[config.mk]
export PLATFORM = sky130hd
export DESIGN_NAME = mem_ctrl
export DESIGN_NICKNAME = d
export VERILOG_FILES = /design/src/rtl/mem_ctrl_pkg.sv /design/src/rtl/mem_ctrl.sv
export SDC_FILE = /design/constraint.sdc
export NUM_CORES = 1
export LEC_CHECK = 0
export ABC_AREA = 0
export BUFFER_PORTS_ARGS = -buffer_cell sky130_fd_sc_hd__buf_2
export CAP_MARGIN = 20
export CORE_MARGIN = 4
export CORE_UTILIZATION = 47
export DETAILED_ROUTE_END_ITERATION = 8
export GPL_TIMING_DRIVEN = 0
export PLACE_DENSITY = 0.71
export SETUP_SLACK_MARGIN = 0.1
export SLEW_MARGIN = 20
export SYNTH_ARGS = -nofsm -noshare
export SYNTH_HDL_FRONTEND = slang
export SYNTH_SLANG_ARGS = --single-unit
[constraint.sdc]
create_clock -name clk -period 3.4 [get_ports clk]
set_clock_uncertainty 0.1 [all_clocks]
set_input_delay 0.51 -clock clk [delete_from_list [all_inputs] [get_ports clk]]
set_output_delay 0.51 -clock clk [all_outputs]
set_load 0.005 [all_outputs]
[src/rtl/mem_ctrl_pkg.sv]
// mem_ctrl_pkg: op codes, FSM state encodings and length limits shared by mem_ctrl.
package mem_ctrl_pkg;
   localparam logic [1:0] OP_LOAD  = 2'b00;
   localparam logic [1:0] OP_STORE = 2'b01;
   localparam logic [1:0] OP_COPY  = 2'b10;
   localparam logic [1:0] OP_FILL  = 2'b11;
   localparam logic [1:0] ST_IDLE = 2'd0;
   localparam logic [1:0] ST_RD   = 2'd1;
   localparam logic [1:0] ST_WR   = 2'd2;
   localparam logic [1:0] ST_RESP = 2'd3;
   localparam int ADDR_W_DEF = 4;
   localparam int MAX_LEN = 1 << ADDR_W_DEF;
   function automatic int max_len(input int aw);
      return 1 << aw;
   endfunction
endpackage

[src/rtl/mem_ctrl.sv]
// mem_ctrl: command-driven LOAD/STORE/COPY/FILL sequencer for a single-port data memory.
// FILL is built only when MEM_CTRL_FILL_EN is defined; otherwise op 11 is rejected with rsp_err.
module mem_ctrl
   import mem_ctrl_pkg::*;
#(
   parameter int ADDR_W = 4,
   parameter int DATA_W = 8
) (
   input  logic              clk,
   input  logic              rst,
   input  logic              cmd_valid,
   output logic              cmd_ready,
   input  logic [1:0]        cmd_op,
   input  logic [ADDR_W-1:0] cmd_addr,
   input  logic [ADDR_W-1:0] cmd_src,
   input  logic [ADDR_W:0]   cmd_len,
   input  logic [DATA_W-1:0] cmd_wdata,
   output logic              rsp_valid,
   output logic [DATA_W-1:0] rsp_data,
   output logic              rsp_err,
   output logic              busy,
   output logic [ADDR_W-1:0] mem_addr,
   output logic [DATA_W-1:0] mem_wdata,
   output logic              mem_write,
   input  logic [DATA_W-1:0] mem_rdata
);
   localparam int LW = ADDR_W + 1;
   localparam logic [ADDR_W:0] LEN_MAX = LW'(max_len(ADDR_W));
   logic [1:0] state, op;
   logic [ADDR_W-1:0] src, dst;
   logic [ADDR_W:0] cnt;
   logic len_bad, len_zero, last;
   assign cmd_ready = state == ST_IDLE && !rst;
   assign busy      = state != ST_IDLE;
   assign rsp_valid = state == ST_RESP;
   assign mem_write = state == ST_WR;
   assign len_bad   = cmd_len > LEN_MAX;
   assign len_zero  = cmd_len == '0;
   assign last      = cnt == LW'(1);
   // src/dst always point at the next address to read/write; mem_wdata doubles as the COPY data register
   always_ff @(posedge clk or posedge rst)
      if (rst) begin
         state     <= ST_IDLE;
         op        <= OP_LOAD;
         src       <= '0;
         dst       <= '0;
         cnt       <= '0;
         mem_addr  <= '0;
         mem_wdata <= '0;
         rsp_data  <= '0;
         rsp_err   <= 1'b0;
      end else
         case (state)
            ST_IDLE: if (cmd_valid) begin
               op  <= cmd_op;
               cnt <= LW'(1);
               case (cmd_op)
                  OP_LOAD: begin
                     mem_addr <= cmd_addr;
                     state    <= ST_RD;
                  end
                  OP_STORE: begin
                     mem_addr  <= cmd_addr;
                     mem_wdata <= cmd_wdata;
                     state     <= ST_WR;
                  end
                  OP_COPY:
                     if (len_bad || len_zero) begin
                        rsp_data <= '0;
                        rsp_err  <= len_bad;
                        state    <= ST_RESP;
                     end else begin
                        mem_addr <= cmd_src;
                        src      <= cmd_src + 1'b1;
                        dst      <= cmd_addr;
                        cnt      <= cmd_len;
                        state    <= ST_RD;
                     end
`ifdef MEM_CTRL_FILL_EN
                  default:
                     if (len_bad || len_zero) begin
                        rsp_data <= '0;
                        rsp_err  <= len_bad;
                        state    <= ST_RESP;
                     end else begin
                        mem_addr  <= cmd_addr;
                        mem_wdata <= cmd_wdata;
                        dst       <= cmd_addr + 1'b1;
                        cnt       <= cmd_len;
                        state     <= ST_WR;
                     end
`else
                  default: begin
                     rsp_data <= '0;
                     rsp_err  <= 1'b1;
                     state    <= ST_RESP;
                  end
`endif
               endcase
            end
            ST_RD: begin
               mem_wdata <= mem_rdata;
               if (op == OP_LOAD) begin
                  rsp_data <= mem_rdata;
                  rsp_err  <= 1'b0;
                  state    <= ST_RESP;
               end else begin
                  mem_addr <= dst;
                  dst      <= dst + 1'b1;
                  state    <= ST_WR;
               end
            end
            ST_WR:
               if (last) begin
                  rsp_data <= mem_wdata;
                  rsp_err  <= 1'b0;
                  state    <= ST_RESP;
               end else begin
                  cnt <= cnt - LW'(1);
                  if (op == OP_COPY) begin
                     mem_addr <= src;
                     src      <= src + 1'b1;
                     state    <= ST_RD;
                  end else begin
                     mem_addr <= dst;
                     dst      <= dst + 1'b1;
                  end
               end
            default: state <= ST_IDLE;
         endcase
endmodule

---- Word-level counts from Yosys, hierarchy flattened ----
Cells that the tools add are included.
storage, ports and cells
  bits in registers ....................... 38
  input port bits ......................... 34
  output and inout port bits .............. 25
  logic and storage cells ................. 103
operators by class
  add/subtract/negate cells ............... 4
  magnitude comparators ................... 1
  equal/unequal tests ..................... 22
  mux-type cells .......................... 47
  reduce and logical (&&, ||, !) cells .... 20
operator list
  operator                                               count
  two-way mux 4 bit                                      16
  two-way mux 8 bit                                      6
  case mux 8 bit (2 select lines)                        2
  case mux 4 bit (3 select lines)                        2
  case mux 8 bit (3 select lines)                        1
  two-way mux 5 bit                                      4
  AND reduction 6 bit                                    3
  case mux 4 bit (2 select lines)                        2
  inequality test 2 bit, second input constant           7
  adder 4 x 1 -> 4 bit, second input constant            3
  case mux 2 bit (3 select lines)                        2
  case mux 5 bit (2 select lines)                        1
  equality test 2 bit, second input constant             4
  two-way mux 2 bit                                      4
  inequality test 2 x 1 -> 1 bit, second input constant  4
  AND reduction 7 bit                                    1
  logical NOT 2 bit                                      3
  inequality test 3 bit, second input constant           2
  AND reduction 3 bit                                    2
  nonzero test 2 bit                                     3
  equality test 5 x 1 -> 1 bit, second input constant    1
  > comparator 5 bit, second input constant              1
  logical NOT 5 bit                                      1
  two-way mux 1 bit                                      5
  other kinds (12)                                       14

---- Depth between registers and ports, before layout ----
  word-level depth ........................ 6
  depth in mapped cells ................... 9
  gate-level depth less buffers ........... 7

---- Least setup slack after synthesis ----
No wires, ideal clock.
  kind .................................... reg-to-reg
  from .................................... register state[0]
  to ...................................... register src[2]
  library setup time ...................... 135 ps
  arrival time ............................ 2373 ps
  required time ........................... 3165 ps
  path slack .............................. 792 ps
  stages on the path, launching flop included .. 10
  path buffers ............................ 2
  period minus slack after synthesis ...... 2608 ps
  path through ............................ dfrtp_1 inv_1 ha_1 clkbuf_1 clkbuf_1 mux2_2 ha_1 nor4bb_1 a211oi_1 o211ai_1
on the way
  longest elaborated chain between the ends .. 3
  elaborated cells between the ends (all ways) .. 10
  those cells by class .................... eq/ne (6); mux (1); reduce/logical (3)
ends and longest elaborated chain
  element                                                                  RTL line         RTL
  start, declared                                                          mem_ctrl.sv:29   logic [1:0] state, op;
  start signal, assigned                                                   mem_ctrl.sv:43   state <= ST_IDLE;
  start signal, assigned                                                   mem_ctrl.sv:60   state <= ST_RD;
  start signal, assigned                                                   mem_ctrl.sv:65   state <= ST_WR;
  equality test 2 bit *                                                    n/a
  net mem_write                                                            mem_ctrl.sv:24   output logic mem_write,
  inequality test 2 x 1 -> 1 bit (no source line) (tied with other cells)  n/a
  AND reduction 6 bit (no source line)                                     n/a
  end signal, assigned                                                     mem_ctrl.sv:74   src <= cmd_src + 1'b1;
  end signal, assigned                                                     mem_ctrl.sv:122  src <= src + 1'b1;
  end, declared                                                            mem_ctrl.sv:30   logic [ADDR_W-1:0] src, dst;
The timed path passes the listed nets; every way through them passes the cells marked *.
A chain may end at the register's enable or synchronous reset.

---- Worst setup path in the final report ----
  from .................................... register state[0]
  to ...................................... register src[2]
on the way
  longest elaborated chain between the ends .. 3
  elaborated cells between the ends (all ways) .. 10
  those cells by class .................... eq/ne (6); mux (1); reduce/logical (3)
ends and longest elaborated chain
  element                                                                  RTL line        RTL
  equality test 2 bit or logical NOT 2 bit (tied branches)                 mem_ctrl.sv:53  case (state)
  inequality test 2 x 1 -> 1 bit (no source line) (tied with other cells)  n/a
  AND reduction 6 bit (no source line)                                     n/a
Several ways; a longest one is shown, not always the timed one.

==> key figures <==
Status
  – Status: finished, final reports clean

Power and ir drop
  – Combinational share of power: 57.0%
  – VDD IR-drop max: between 0.0005 and 0.0006 V
  – P_int: between 1.5 and 2 mW
  – Reported net switching power: between 1 and 1.5 mW
  – Switching Fraction: approximately 44%
  – Sequential Power Share: between 20% and 30%
  – Clock Power Share: between 10% and 20%
  – LEAKAGE: 1.40 nW
  – Power per standard cell area: approximately 1000 nW/um2

Logic synthesis
  – FFs w/ async S/R, synth: 100%
  – Proportion of synthesized chip area in sequential cells: just under 40%
  – Mean Syn Cell Area: 9.28 um2
  – Number of synthesized flops with an enable pin: 0
  – Yosys cell types: 47
  – Syn Inst Count: about 260
  – Warnings, synthesis: 0
  – Ys flop type: dfrtp_1
  – Syn_nets: 308
  – Mapped Area: roughly 2500 um2
  – Synthesis-stage register bit count: 38

Route
  – Routed WL per cell: 16.3 um
  – DRT iter0 DRCs: about 170
  – Remaining antenna violation count: 0
  – Final Routed Wirelength: about 6600 um
  – Vias: roughly 2300
  – Detailed Routing Iterations Pass 1: 4
  – Residual DRC: 0
  – Via/cell ratio: ~5.7

Clocking
  – Post-cts sizing count: 0
  – Setup Buffers After CTS: 0
  – Clock Tree Buf Depth: 2
  – Hold buffers post-CTS: 0
  – Clock tree from TritonCTS: yes
  – H-tree level count: 2
  – CTS sink count: 38
  – CTS root buf: clkbuf_8
  – Clk slew on worst S/H paths: ~0.09 ns
  – Clk_lat worst skew: around 0.3 ns
  – TritonCTS Buffers: 5

Worst setup path
  – Reg2Reg Setup Slack: 0.30 ns
  – Data arrival, critical path: 3.18 ns
  – Setup CP Type: flop to flop
  – Worst path buffer plus inverter count: 3
  – CP cell instances: inv_1, ha_1, clkbuf_1, clkbuf_1, mux2_2, ha_1, nor4bb_1, a211oi_1, o211ai_1
  – Critical path fanouts, max: 10
  – Startpoint Class: flop
  – CP top delay family: buffers and inverters
  – CP required: between 3 and 4 ns
  – CP peak stage delay: around 0.46 ns
  – Critical Path Slowest Stage Cell: clkbuf_1
  – CP Capture Type: flop

Finish
  – Share of post-route cells with drive strength above 1: ~29%
  – Fillers: roughly 490
  – Area grow syn2layout: 21.8%
  – Post-Route Utilization: about three fifths
  – Multi-input logic area: roughly 1400 um2
  – Nets: between 300 and 400
  – Inserted Diodes: 0
  – Register Area: about 950 um2

Min path
  – HP Class: primary input to async pin

Timing
  – Peak Freq: around 320 MHz
  – # setup viols final: 0
  – Tightest Pin Transition: approximately 0.78 ns
  – WHS: between 0.01 and 0.015 ns
  – Final Max Slew Viols: 0
  – Worst relative slew slack: a little under half
  – Setup_tns: 0 ns
  – Fin crit period: roughly 3.1 ns
  – Tcrit/Tclk final: just over 90%
  – Hold Fails Final Rpt: 0
  – RSZ-0062 raised after global routing: false

Die
  – Std cell rows: 26
  – Chip height: 80.2 um
  – Boundary pin count: between 50 and 60
  – Die area: approximately 6400 um2
  – CORE AREA: roughly 5000 um2
  – Starting Density: between 40% and 50%
  – Die Width: ~80 um

Global routing
  – Global route total overflow: 0
  – Initial antenna violation count: 0
  – Largest net degree at the start of global routing: 32
  – First-pass GRT wire length: around 11000 um
  – GRT Util Overall: a little over a fifth
  – Number of global-route vias before repair: roughly 2400

Run
  – Total of max-cap violations: 0

Placement
  – Dpl hpwl: about 4900 um
  – IO buf count: 58
  – RePlAce Congestion: 0.879
## layout by cell type (no fill, tap or decap), types with 2 or more instances in the layout
cell type,n
clkbuf_8,5
buf_2,62
a2111o_1,2
a221oi_1,5
ha_1,10
inv_1,15
nor3_1,4
o21ai_0,25
and3_1,5
a21oi_1,16
nor3b_1,2
a32oi_1,2
nand2b_1,6
o2bb2ai_1,2
nand3_1,6
a211oi_1,2
mux2_2,15
dfrtp_1,38
nand2_1,16
bufinv_16,2
a31oi_1,3
clkbuf_1,6
o31ai_1,6
mux2i_1,12
nor2_1,25
a22oi_1,9
nor2b_1,5
## routing by layer
layer  up-vias  GRT usage, %  part of all wire, %
met1      1110          27.3                   43
met5         -             0                    0
met3        12          6.05                  6.3
met4         0          6.59                  1.6
li1       1102             -                    -
met2        67          36.6                   49
## cells by family (layout without fill, tap and decap cells)
family,Yosys count,after routing,synth area share [%]
adder cells (fa/ha/maj),10,10,5.10
AND/OR/NAND/NOR,80,80,17.8
flip-flops,38,38,38.8
multiplexers,27,27,11.8
XOR/XNOR,1,1,0.357
buffers and inverters,27,94,4.34
AO/OA/AOI/OAI,81,81,21.8
## flip-flops by register name, summed over array words and instances (netlist names)
name / count
cnt: 5
dst: 4
mem_addr: 4
mem_wdata: 8
op: 2
rsp_data: 8
rsp_err: 1
src: 4
state: 2
## final timing paths
| kind | from | end | depth (start not counted) |
|---|---|---|---|
| worst min register to register | rsp_data[3] | rsp_data[3] | 1 |
| worst min-delay path | rst | cnt[4] | 2 |
| worst max-delay path | state[0] | src[2] | 9 |
| min in group clk | cmd_wdata[4] | mem_wdata[4] | 3 |
| max in group asynchronous | rst | mem_wdata[3] | 3 |
| worst max register to register | state[0] | src[2] | 9 |
## layout make-up
cell class,count,area share [%]
multi-input combinational,199,46.7
buffer,11,1.55
tap,70,2.93
clock inverter,3,2.30
clock buffer,5,2.30
sequential,38,31.8
timing repair buffer,59,10.4
inverter,16,2.01
## worst register-to-register path: cells and delay by family, from the launching register on
family	cells	cell delay (ns)
DFF	1	0.42
muxes	1	0.40
adders and majority gates	2	0.63
AOI/OAI and AO/OA	2	0.36
buffers and inverters	3	0.93
and+or+nand+nor	1	0.16
## through the flow
step	setup slack (ns)	power (mW)	instance area, um2	instances
after floorplan	0.792	2.05	2450	264
after global placement	0.391	2.50	2830	392
after detailed placement	0.349	2.54	2850	393
after CTS	0.323	3.02	2990	401
after global routing	0.107	3.31	2990	401
final	0.299	3.03	2990	401
## cells in the mapped netlist, drive strengths merged, types with 6 or more instances
cell,number,share of area [%]
dfrtp,38,39
a22oi,9,2.8
o21ai,25,5.1
o31ai,6,1.8
mux2,15,6.9
nand2,17,2.9
inv,16,2.5
ha,10,5.1
mux2i,12,4.9
nand3,6,1.2
clkbuf,6,0.92
nand2b,6,1.5
nor2,25,3.8
a21oi,16,3.3
## power groups by stage
stage | combinational, mW | sequential, mW | clock (mW)
floorplan | 1.24 | 0.807 | 0
global placement | 1.67 | 0.826 | 0
detailed placement | 1.71 | 0.836 | 0
CTS | 1.72 | 0.827 | 0.478
global route | 1.95 | 0.860 | 0.500
finish | 1.73 | 0.831 | 0.474
Power figures use the tool's default switching activity.
